<file path="src/rtl/instr_fetch.sv">
// rtl/instr_fetch.sv - opcode/operand fetch FSM feeding the decoder and stepping the PC
// Reads 1-3 instruction bytes at pc, presents them with valid/ready, and releases the PC on handoff.
module instr_fetch #(
  parameter int ADDR_WIDTH = 9
) (
  input  logic                  i_clk,
  input  logic                  i_rst,
  input  logic [ADDR_WIDTH-1:0] i_pc,
  input  logic                  i_flush,
  output logic                  o_mem_rd_en,
  output logic [ADDR_WIDTH-1:0] o_mem_addr,
  input  logic [7:0]            i_mem_rdata,
  output logic                  o_instr_valid,
  input  logic                  i_instr_ready,
  output logic [7:0]            o_instr_opcode,
  output logic [7:0]            o_instr_op1,
  output logic [7:0]            o_instr_op2,
  output logic [1:0]            o_instr_size,
  output logic                  o_instr_illegal,
  output logic                  o_pc_hold
);

  typedef enum logic [2:0] {REQ_OP, CAP_OP, CAP_B1, CAP_B2, VALID} state_t;

  localparam logic [ADDR_WIDTH-1:0] ADDR_ONE = 1;
  localparam logic [ADDR_WIDTH-1:0] ADDR_TWO = 2;

  state_t                r_state;
  state_t                w_next;
  logic [7:0]            r_opcode;
  logic [7:0]            r_op1;
  logic [7:0]            r_op2;
  logic [1:0]            r_size;
  logic                  r_illegal;
  logic [1:0]            w_dec_size;
  logic                  w_handoff;
  logic [ADDR_WIDTH-1:0] w_pc_p1;
  logic [ADDR_WIDTH-1:0] w_pc_p2;

  assign w_pc_p1 = i_pc + ADDR_ONE;
  assign w_pc_p2 = i_pc + ADDR_TWO;

  always_comb begin
    case (i_mem_rdata[7:6])
      2'b01:   w_dec_size = 2'd2;
      2'b10:   w_dec_size = 2'd3;
      default: w_dec_size = 2'd1;
    endcase
  end

  // Flush and reset both suppress the handoff so the PC never moves on an aborted instruction.
  assign w_handoff = (r_state == VALID) && i_instr_ready && !i_flush && !i_rst;

  always_comb begin
    w_next      = r_state;
    o_mem_rd_en = 1'b0;
    o_mem_addr  = i_pc;
    case (r_state)
      REQ_OP: begin
        o_mem_rd_en = 1'b1;
        w_next      = CAP_OP;
      end
      CAP_OP: begin
        if (w_dec_size == 2'd1) begin
          w_next = VALID;
        end else begin
          o_mem_rd_en = 1'b1;
          o_mem_addr  = w_pc_p1;
          w_next      = CAP_B1;
        end
      end
      CAP_B1: begin
        if (r_size == 2'd3) begin
          o_mem_rd_en = 1'b1;
          o_mem_addr  = w_pc_p2;
          w_next      = CAP_B2;
        end else begin
          w_next = VALID;
        end
      end
      CAP_B2:  w_next = VALID;
      VALID:   if (i_instr_ready) w_next = REQ_OP;
      default: w_next = REQ_OP;
    endcase
    if (i_flush) w_next = REQ_OP;
    if (i_rst) begin
      o_mem_rd_en = 1'b0;
      o_mem_addr  = i_pc;
    end
  end

  always_ff @(posedge i_clk) begin
    if (i_rst || i_flush) begin
      r_state   <= REQ_OP;
      r_opcode  <= 8'h00;
      r_op1     <= 8'h00;
      r_op2     <= 8'h00;
      r_size    <= 2'd1;
      r_illegal <= 1'b0;
    end else begin
      r_state <= w_next;
      case (r_state)
        CAP_OP: begin
          r_opcode  <= i_mem_rdata;
          r_size    <= w_dec_size;
          r_illegal <= (i_mem_rdata[7:6] == 2'b11);
          r_op1     <= 8'h00;
          r_op2     <= 8'h00;
        end
        CAP_B1:  r_op1 <= i_mem_rdata;
        CAP_B2:  r_op2 <= i_mem_rdata;
        default: ;
      endcase
    end
  end

  assign o_instr_valid   = (r_state == VALID);
  assign o_instr_opcode  = r_opcode;
  assign o_instr_op1     = r_op1;
  assign o_instr_op2     = r_op2;
  assign o_instr_size    = r_size;
  assign o_instr_illegal = r_illegal;
  assign o_pc_hold       = !w_handoff;

endmodule

</file>
<file path="config.mk">
export PLATFORM = sky130hd
export DESIGN_NAME = instr_fetch
export DESIGN_NICKNAME = d
export VERILOG_FILES = /design/src/rtl/instr_fetch.sv
export SDC_FILE = /design/constraint.sdc
export NUM_CORES = 1
export LEC_CHECK = 0
export CAP_MARGIN = 20
export CORE_ASPECT_RATIO = 0.8
export CORE_MARGIN = 2
export CORE_UTILIZATION = 39
export DETAILED_ROUTE_END_ITERATION = 10
export GPL_TIMING_DRIVEN = 0
export PLACE_DENSITY = 0.75
export SYNTH_ARGS = -nofsm -noshare
export SYNTH_HDL_FRONTEND = slang
export SYNTH_SLANG_ARGS = --single-unit
</file>
<file path="constraint.sdc">
create_clock -name i_clk -period 1.82 [get_ports i_clk]
set_clock_uncertainty 0.2 [all_clocks]
set_input_delay 0.364 -clock i_clk [delete_from_list [all_inputs] [get_ports i_clk]]
set_output_delay 0.364 -clock i_clk [all_outputs]
set_load 0.01 [all_outputs]
</file>
---- Word-level counts from Yosys, hierarchy flattened ----
Cells that the tools add are included.
storage, ports and cells
  input port bits ......................... 21
  register bits ........................... 30
  word-level logic and storage cells ...... 44
  output and inout bits ................... 39
cells by class
  reductions and logical operators ........ 11
  eq/ne operators ......................... 10
  mux-type cells .......................... 15
  $add $sub $neg .......................... 2
operator list
  cell                   count
  $pmux W8 S2            2
  $mux W9                3
  $pmux W9 S2            1
  $pmux W3 S5            1
  $add A9 B1 Y9 const B  1
  $add A9 B2 Y9 const B  1
  $mux W3                3
  $eq A2 B2 Y1 const B   3
  $eq A3 B2 Y1 const B   2
  $eq A2 B1 Y1 const B   2
  $pmux W2 S2            1
  $reduce_bool A2 Y1     2
  $eq A3 B1 Y1 const B   1
  $eq A3 B3 Y1 const B   1
  $logic_and A1 B1 Y1    3
  $logic_not A1 Y1       3
  $logic_not A3 Y1       1
  $mux W1                3
  $pmux W1 S3            1
  $ne A2 B1 Y1 const B   1
  $reduce_or A2 Y1       1
  $logic_or A1 B1 Y1     1

---- Longest topological paths before layout ----
Gate-level depths: netlist of the first run.
  word-level depth ........................ 6
  depth in mapped cells ................... 6
  gate-level depth less buffers ........... 6

---- Worst setup path after synthesis of the first run ----
No wires, ideal clock.
  kind .................................... input to output
  start point ............................. input i_mem_rdata[7]
  end point ............................... output o_mem_addr[6]
  data required time ...................... 1256 ps
  setup slack ............................. -335 ps
  arrival ................................. 1591 ps
  buffers on the path ..................... 0
  stages on the path ...................... 6
  cells stage by stage .................... inv_1 > ha_1 > and4b_1 > a32oi_1 > o31a_1 > a41oi_1
between the ends
  cells in the longest elaborated chain, start to end .. 6
  elaborated cells between the ends (all ways) .. 7
  classes of those cells .................. eq/ne: 3; mux: 4
ends and longest elaborated chain
  item                                          RTL line  text
  start, declared                               12        input logic [7:0] i_mem_rdata,
  $eq A2 B2 Y1 or $eq A2 B1 Y1 (tied branches)  44        case (i_mem_rdata[7:6])
  $pmux W2 S2 *                                 44
  $eq A2 B1 Y1 *                                64        if (w_dec_size == 2'd1) begin
  $mux W9 *                                     64
  $pmux W9 S2 *                                 58        case (r_state)
  $mux W9 *                                     86        if (i_rst) begin
  end, declared                                 11        output logic [ADDR_WIDTH-1:0] o_mem_addr,
Mark *: on every way between the ends. The rest lies on a longest branch, timed or not.

---- Worst setup path in the final report of the first run ----
  start point ............................. register r_state[0]
  end point ............................... output o_mem_addr[3]
between the ends
  cells in the longest elaborated chain, start to end .. 3
  elaborated cells between the ends (all ways) .. 4
  classes of those cells .................. eq/ne: 2; mux: 2
ends and longest elaborated chain
  item                                          RTL line  text
  start, declared                               28        state_t r_state;
  start signal, assigned                        101       r_state <= w_next;
  $eq A3 B2 Y1 or $eq A3 B1 Y1 (tied branches)  58
  $pmux W9 S2 *                                 58
  $mux W9 *                                     86
Marks and branches as above.

==> qor.txt, run 1 <==
Die area -> 4550 um^2
Total CTS buffers -> 5
WHS Path Cells -> 3
CTS Sinks -> 30
Power density over the cells -> 580 nW/um^2
Core area -> 3830 um^2
DP Wirelength -> 3480 um
Inserted Diodes -> 0
Length of the first detailed-routing pass in iterations -> 4
Min Clock Period, post-route -> 2460 ps
Share of layout cells above drive strength 1 -> 36.6%
Synth area leaders -> dfxtp_1 38%, a21oi_1 7.7%, nand2_1 7.7%, a22oi_1 4.8%, nor2_1 4.1%
Setup tns final -> -5470 ps
Synth Area in Compound Gates -> 23.0%
Post-route ant nets -> 0
Leak pwr -> 0.00101 uW
Total nets after synthesis -> 223
Top Ports -> 60
CTS root buffer -> clkbuf_8
Synth Area in Simple Gates -> 28.1%
WP data arrival -> 1900 ps
DRC Markers -> 0
Crit start category -> flip-flop
RSZ-0062 raised after global routing -> true
Setup Crit Path Kind -> reg -> out
Routed length per instance -> 16.7 um
Cell Area, Synth -> 1570 um^2
Global-route wire length before repair -> 8540 um
Part of the cycle the worst path needs -> 135%
Crit path max fanout -> 4
Via Count -> 1858
Vias in the first global route -> 1679
Rel. slew slack -> 69.8%
R2R Path Start -> r_state[1]
Syn Area/Cell -> 7.92 um^2
Clock transition at path regs -> 60 ps
Slew Limit Fails -> 0
Max-Cap Viols -> 0
Slew @ Worst Pin -> 452 ps
Peak VDD IR -> 0.000543 V
Post-DP Area -> 2290 um^2
Hold_sp -> i_mem_rdata[7]
Async set or reset register ratio after synthesis -> 0%
Worst hold path class -> in -> reg
Total wire length -> 5730 um
Number of flops mapped to enable cells by yosys -> 0
Nets -> 311
Final non-filler cell area -> 2760 um^2
Failing checks -> setup timing
Setup violations, final -> 12
Die W -> 74.9 um
Yosys top cell area share -> 38.3%
M1 WL -> 2480 um
Status -> finished, violations left
Post-synthesis xor/xnor area fraction -> 1.12%
Initial Util -> 41.0%
Htree depth -> 2
Vias per cell -> 5.43
Setup ws final -> -640 ps
FF-to-FF path depth -> 6
Yosys top cell by area -> dfxtp_1
Routability congestion estimate from global placement -> 0.893
Syn Inst Count -> 198
Synth cell types -> 46
Multiplexer share of the synthesized area -> 0.638%
Ys flop type -> dfxtp_1
Hold endpoint -> o_instr_opcode[7]
Hold slack -> 218 ps
Kind of end point of the critical path -> output port
Synth warn -> 0
Yosys reg bits -> 30
Largest family of logic cells by synthesized area -> simple AND/OR/NAND/NOR gates
Register area share after synthesis -> 38.3%
Hold Buf Count CTS -> 0
Metal2 WL -> 2730 um
Synth Area in Adders -> 3.19%
Clock latency on the worst-skew pair -> 280 ps
R2r endpoint -> o_instr_size[1]
Syn-to-layout area delta -> 76.0%
Clk buf depth -> 2
GR Util All Layers -> 25.5%
Die height -> 60.7 um
Row cnt -> 20
Grt ovf -> 0
Core Util, Final -> 72.1%
DR WL met3 -> 458 um
CTS tree -> done
Critical Path RT -> 1260 ps
Total power -> 1600 uW
Initial antenna violation count -> 0
Final-report hold violation count -> 0
Input/output buffers -> 59
Pin count of the biggest net entering global routing -> 12
Fmax -> 406 MHz
First DRT Iteration DRCs -> 137
R2r setup slk -> 30 ps
Uppermost layer routed -> met4
metal layers:
layer  vias up  global-route usage [%]
li1        892                       -
met1       885                    36.6
met2        72                    38.6
met3         9                    5.15
met4         0                    8.16
met5         -                       0
repair_timing:
action | in CTS | in global routing
buffers inserted | 18 | 5
pin swaps | 10 | 4
endpoints found under the hold margin | 0 | 0
endpoints found under the setup margin | 23 | 12
cloned | 1 | 0
resized for setup | 121 | 19
sequential cells by signal, summed over array words and instances (netlist names):
register         cells
o_instr_illegal      1
o_instr_op1          8
o_instr_op2          8
o_instr_opcode       8
o_instr_size         2
r_state              3
kinds of logic after synthesis:
family,count (synthesis)
flops,30
xor+xnor,2
simple gates,85
buf+inv,19
compound gates,57
mux,1
fa+ha+maj,4
cells in the mapped netlist (2+ instances only):
library cell  number
nor3_1             6
o31ai_1            3
inv_1              4
nor3b_1            2
a31oi_1            3
and4b_1            2
and4_1             2
nand3_1           10
and3_1             2
nor2_1            17
a21oi_1           24
nand2_1           32
buf_2              5
nand2b_1           2
o21ai_1            2
o21ai_0            3
ha_1               4
a22oi_1           10
clkbuf_1           8
dfxtp_1           30
o21a_1             2
report_power, final:
group / internal [uW] / total (uW) / switching (uW)
Sequential: 665 / 673 / 8.12
Combinational: 175 / 373 / 198
Clock: 305 / 556 / 251
worst max-delay path: stages (launching register included):
cell	delay, ps
dfxtp_4	360
buf_6	130
or3b_4	410
buf_4	170
a21oi_1	190
o31ai_1	120
o21ai_1	90
buf_2	150
through the flow:
stage | cells | setup WS [ps]
2_1_floorplan | 198 | -137
3_3_place_gp | 312 | -1480
3_5_place_dp | 312 | -1500
4_1_cts | 338 | -563
5_1_grt | 342 | -660
6_report | 342 | -640
layout make-up:
cell class,count,area [um^2]
Sequential cell,30,608
Clock inverter,1,5.00
Buffer,13,125
Inverter,4,27.5
Clock buffer,7,86.3
Timing Repair Buffer,83,728
Multi-Input combinational cell,149,1110
Fill cell,281,1070
Tap cell,55,68.8
layout by cell type (no fill, tap or decap), drive strengths merged, types with 2 or more instances in the layout:
cell and instances:
nor3b 4, clkbuf 13, nand3 10, or2 2, nand2b 2, a22oi 10
inv 4, o21ai 5, o21a 2, nor2 17, or3b 2, dlygate4sd2 4
ha 4, a21oi 24, and3 2, nand2 32, a31oi 3, and4 2
buf 45, o31ai 3, and4b 2, nor3 6, clkdlybuf4s50 40, dfxtp 30
worst max-delay path by stage:
stage                         startpoint            end  cells past startpoint
after floorplan           i_mem_rdata[7]  o_mem_addr[6]                      6
after global placement    i_mem_rdata[7]  o_mem_addr[6]                      8
after detailed placement  i_mem_rdata[7]  o_mem_addr[6]                      8
after CTS                     r_state[1]  o_mem_addr[4]                      7
after global routing          r_state[1]  o_mem_addr[2]                      6
final                         r_state[0]  o_mem_addr[3]                      7
Power figures use the tool's default switching activity.
==> inputs of run 2 (changes only) <==
CORE_UTILIZATION = 45   (was 39)
PLACE_DENSITY = 0.82   (was 0.75)
clock period = 3.06 ns   (was 1.82 ns; I/O delays follow)
==> run 2 against run 1 <==
  * The flow now finishes without violations
  * Via count decreased by 6.5%
  * Utilization decreased by 2.5 points
  * Non-clock buffer count fell by 22
  * Cell area down 15%
  * Global-route usage decreased by 2.4 points
  * Count of clock-buffer cells in the layout is the same
  * First-iteration DRC count fell by 28%
  * Sequential share of layout area rose by 3.5 points
  * Register-to-register slack gained 1300 ps
  * Worst setup slack better by 710 ps
  * Worst hold slack better by 36 ps
  * Critical path type is now in -> out
  * Critical endpoint is now o_mem_addr[6]
  * Largest power group unchanged
  * Highest routed layer unchanged
==> qor.txt, run 2 (same netlist as run 1, synthesis figures left out) <==
Rel. slew slack -> 54.6%
Die area -> 3980 um^2
Clk buf depth -> 2
Routed length per instance -> 14.9 um
Global-route wire length before repair -> 7220 um
CTS root buffer -> clkbuf_8
Via Count -> 1738
Total wire length -> 4560 um
Grt met1 use -> 32.7%
GR Util met2 -> 33.5%
Clock latency on the worst-skew pair -> 280 ps
Dpl cells -> 299
Syn-to-layout area delta -> 49.8%
Final-report hold violation count -> 0
First DRT Iteration DRCs -> 98
Hold endpoint -> o_instr_op2[2]
Crit path max fanout -> 7
Die height -> 56.8 um
R2r endpoint -> o_instr_op1[5]
Critical Path RT -> 2250 ps
Final non-filler cell area -> 2350 um^2
CTS Sinks -> 30
Routability congestion estimate from global placement -> 0.807
Slew @ Worst Pin -> 678 ps
R2r setup slk -> 1300 ps
Most used routing layer -> met2
WHS Path Cells -> 2
Worst hold path class -> reg -> reg
WP data arrival -> 2180 ps
Hold_sp -> o_instr_op2[2]
R2R Path Start -> r_state[0]
Row cnt -> 19
Setup violations, final -> 0
GR Util All Layers -> 23.1%
Vias per cell -> 5.66
Length of the first detailed-routing pass in iterations -> 4
Most frequent cells in the layout -> 45 x clkdlybuf4s50_1, 32 x nand2_1, 30 x dfxtp_1, 24 x a21oi_1, 16 x nor2_1
Inserted Diodes -> 0
M3 GR Usage -> 5.75%
Htree depth -> 2
Most common cell after layout, fill and taps aside -> clkdlybuf4s50_1
Initial antenna violation count -> 0
Min Clock Period, post-route -> 2990 ps
Final Instance Count excl. Fillers -> 307
Hold Buf Count CTS -> 0
Part of the cycle the worst path needs -> 97.8%
Leak pwr -> 0.000853 uW
Vias in the first global route -> 1492
Peak VDD IR -> 0.000360 V
Top Ports -> 60
FF-to-FF path depth -> 5
Status -> finished, final reports clean
Share of layout cells above drive strength 1 -> 13.2%
Initial Util -> 46.5%
CTS tree -> done
Core Util, Final -> 69.6%
Post-DP Area -> 2210 um^2
Die W -> 70.0 um
Crit start category -> input pin
Slew Limit Fails -> 0
Core area -> 3380 um^2
Pin count of the biggest net entering global routing -> 11
Post-route ant nets -> 0
Power density over the cells -> 380 nW/um^2
Total CTS buffers -> 5
DRC Markers -> 0
Fmax -> 334 MHz
Max-Cap Viols -> 0
Clock transition at path regs -> 60 ps
Nets -> 289
Input/output buffers -> 59
DP Wirelength -> 3260 um
Fillers -> 298
Grt ovf -> 0
Kind of end point of the critical path -> output port
Setup Crit Path Kind -> in -> out
Hold slack -> 254 ps
## run 2: cell types whose count changed in the layout (fill, tap and decap cells not counted), sizes merged
cell / before / now
clkdlybuf4s15: 1 / 3
clkbuf: 13 / 14
dlymetal6s2s: 0 / 2
dlygate4sd2: 4 / 6
clkdlybuf4s50: 40 / 45
buf: 45 / 11
## run 2: power breakdown
part | leakage, uW | switching, uW | internal (uW)
sequential | 0.000242 | 4.08 | 396
clock | 0.0000482 | 145 | 181
combinational | 0.000562 | 89.7 | 77.2
total | 0.000853 | 239 | 654
## run 2: worst max path at each step
stage	from	end	slack, ps	cells after the start
global placement	i_mem_rdata[7]	o_mem_addr[6]	-780	8
detailed placement	i_mem_rdata[7]	o_mem_addr[6]	-800	8
CTS	i_mem_rdata[7]	o_mem_addr[6]	-20	8
global route	i_pc[2]	o_mem_addr[7]	-8	7
floorplan	i_mem_rdata[7]	o_mem_addr[6]	410	6
finish	i_mem_rdata[7]	o_mem_addr[6]	70	8
## run 2: layout make-up
class                      instances  area, um^2  area share, %
multi-input combinational        149         936           39.8
sequential                        30         601           25.5
timing repair buffer              60         583           24.8
clock buffer                       7        86.3           3.67
buffer                            14        72.6           3.09
tap                               42        52.6           2.24
inverter                           4        15.0          0.639
clock inverter                     1        5.00          0.213
## run 2: repair_timing
item                       4_1_cts  5_1_grt
buffers inserted                 1        0
setup endpoints to repair       11        8
gates cloned                     0        0
gates resized for setup         31       11
pin swaps                        1        1
## run 2: stage by stage
step	setup TNS [ps]	setup slack [ps]	total power, uW
after floorplan	0	409	487
after CTS	-16.9	-16.9	892
after global routing	-8.28	-8.28	925
final	0	67.2	892
after global placement	-5860	-782	566
after detailed placement	-6060	-802	568
## run 2: worst max-delay path: stages
cell and delay [ps]:
clkdlybuf4s15_2 240, inv_1 80, ha_4 250, and4b_1 280, a32oi_1 90, o31a_1 300, a41oi_1 170, buf_2 160
## run 2: routing by layer
layer,vias up,share of wire (%)
li1,843,-
met1,824,48
met2,62,44
met3,9,6.7
met4,0,1.7
met5,-,0
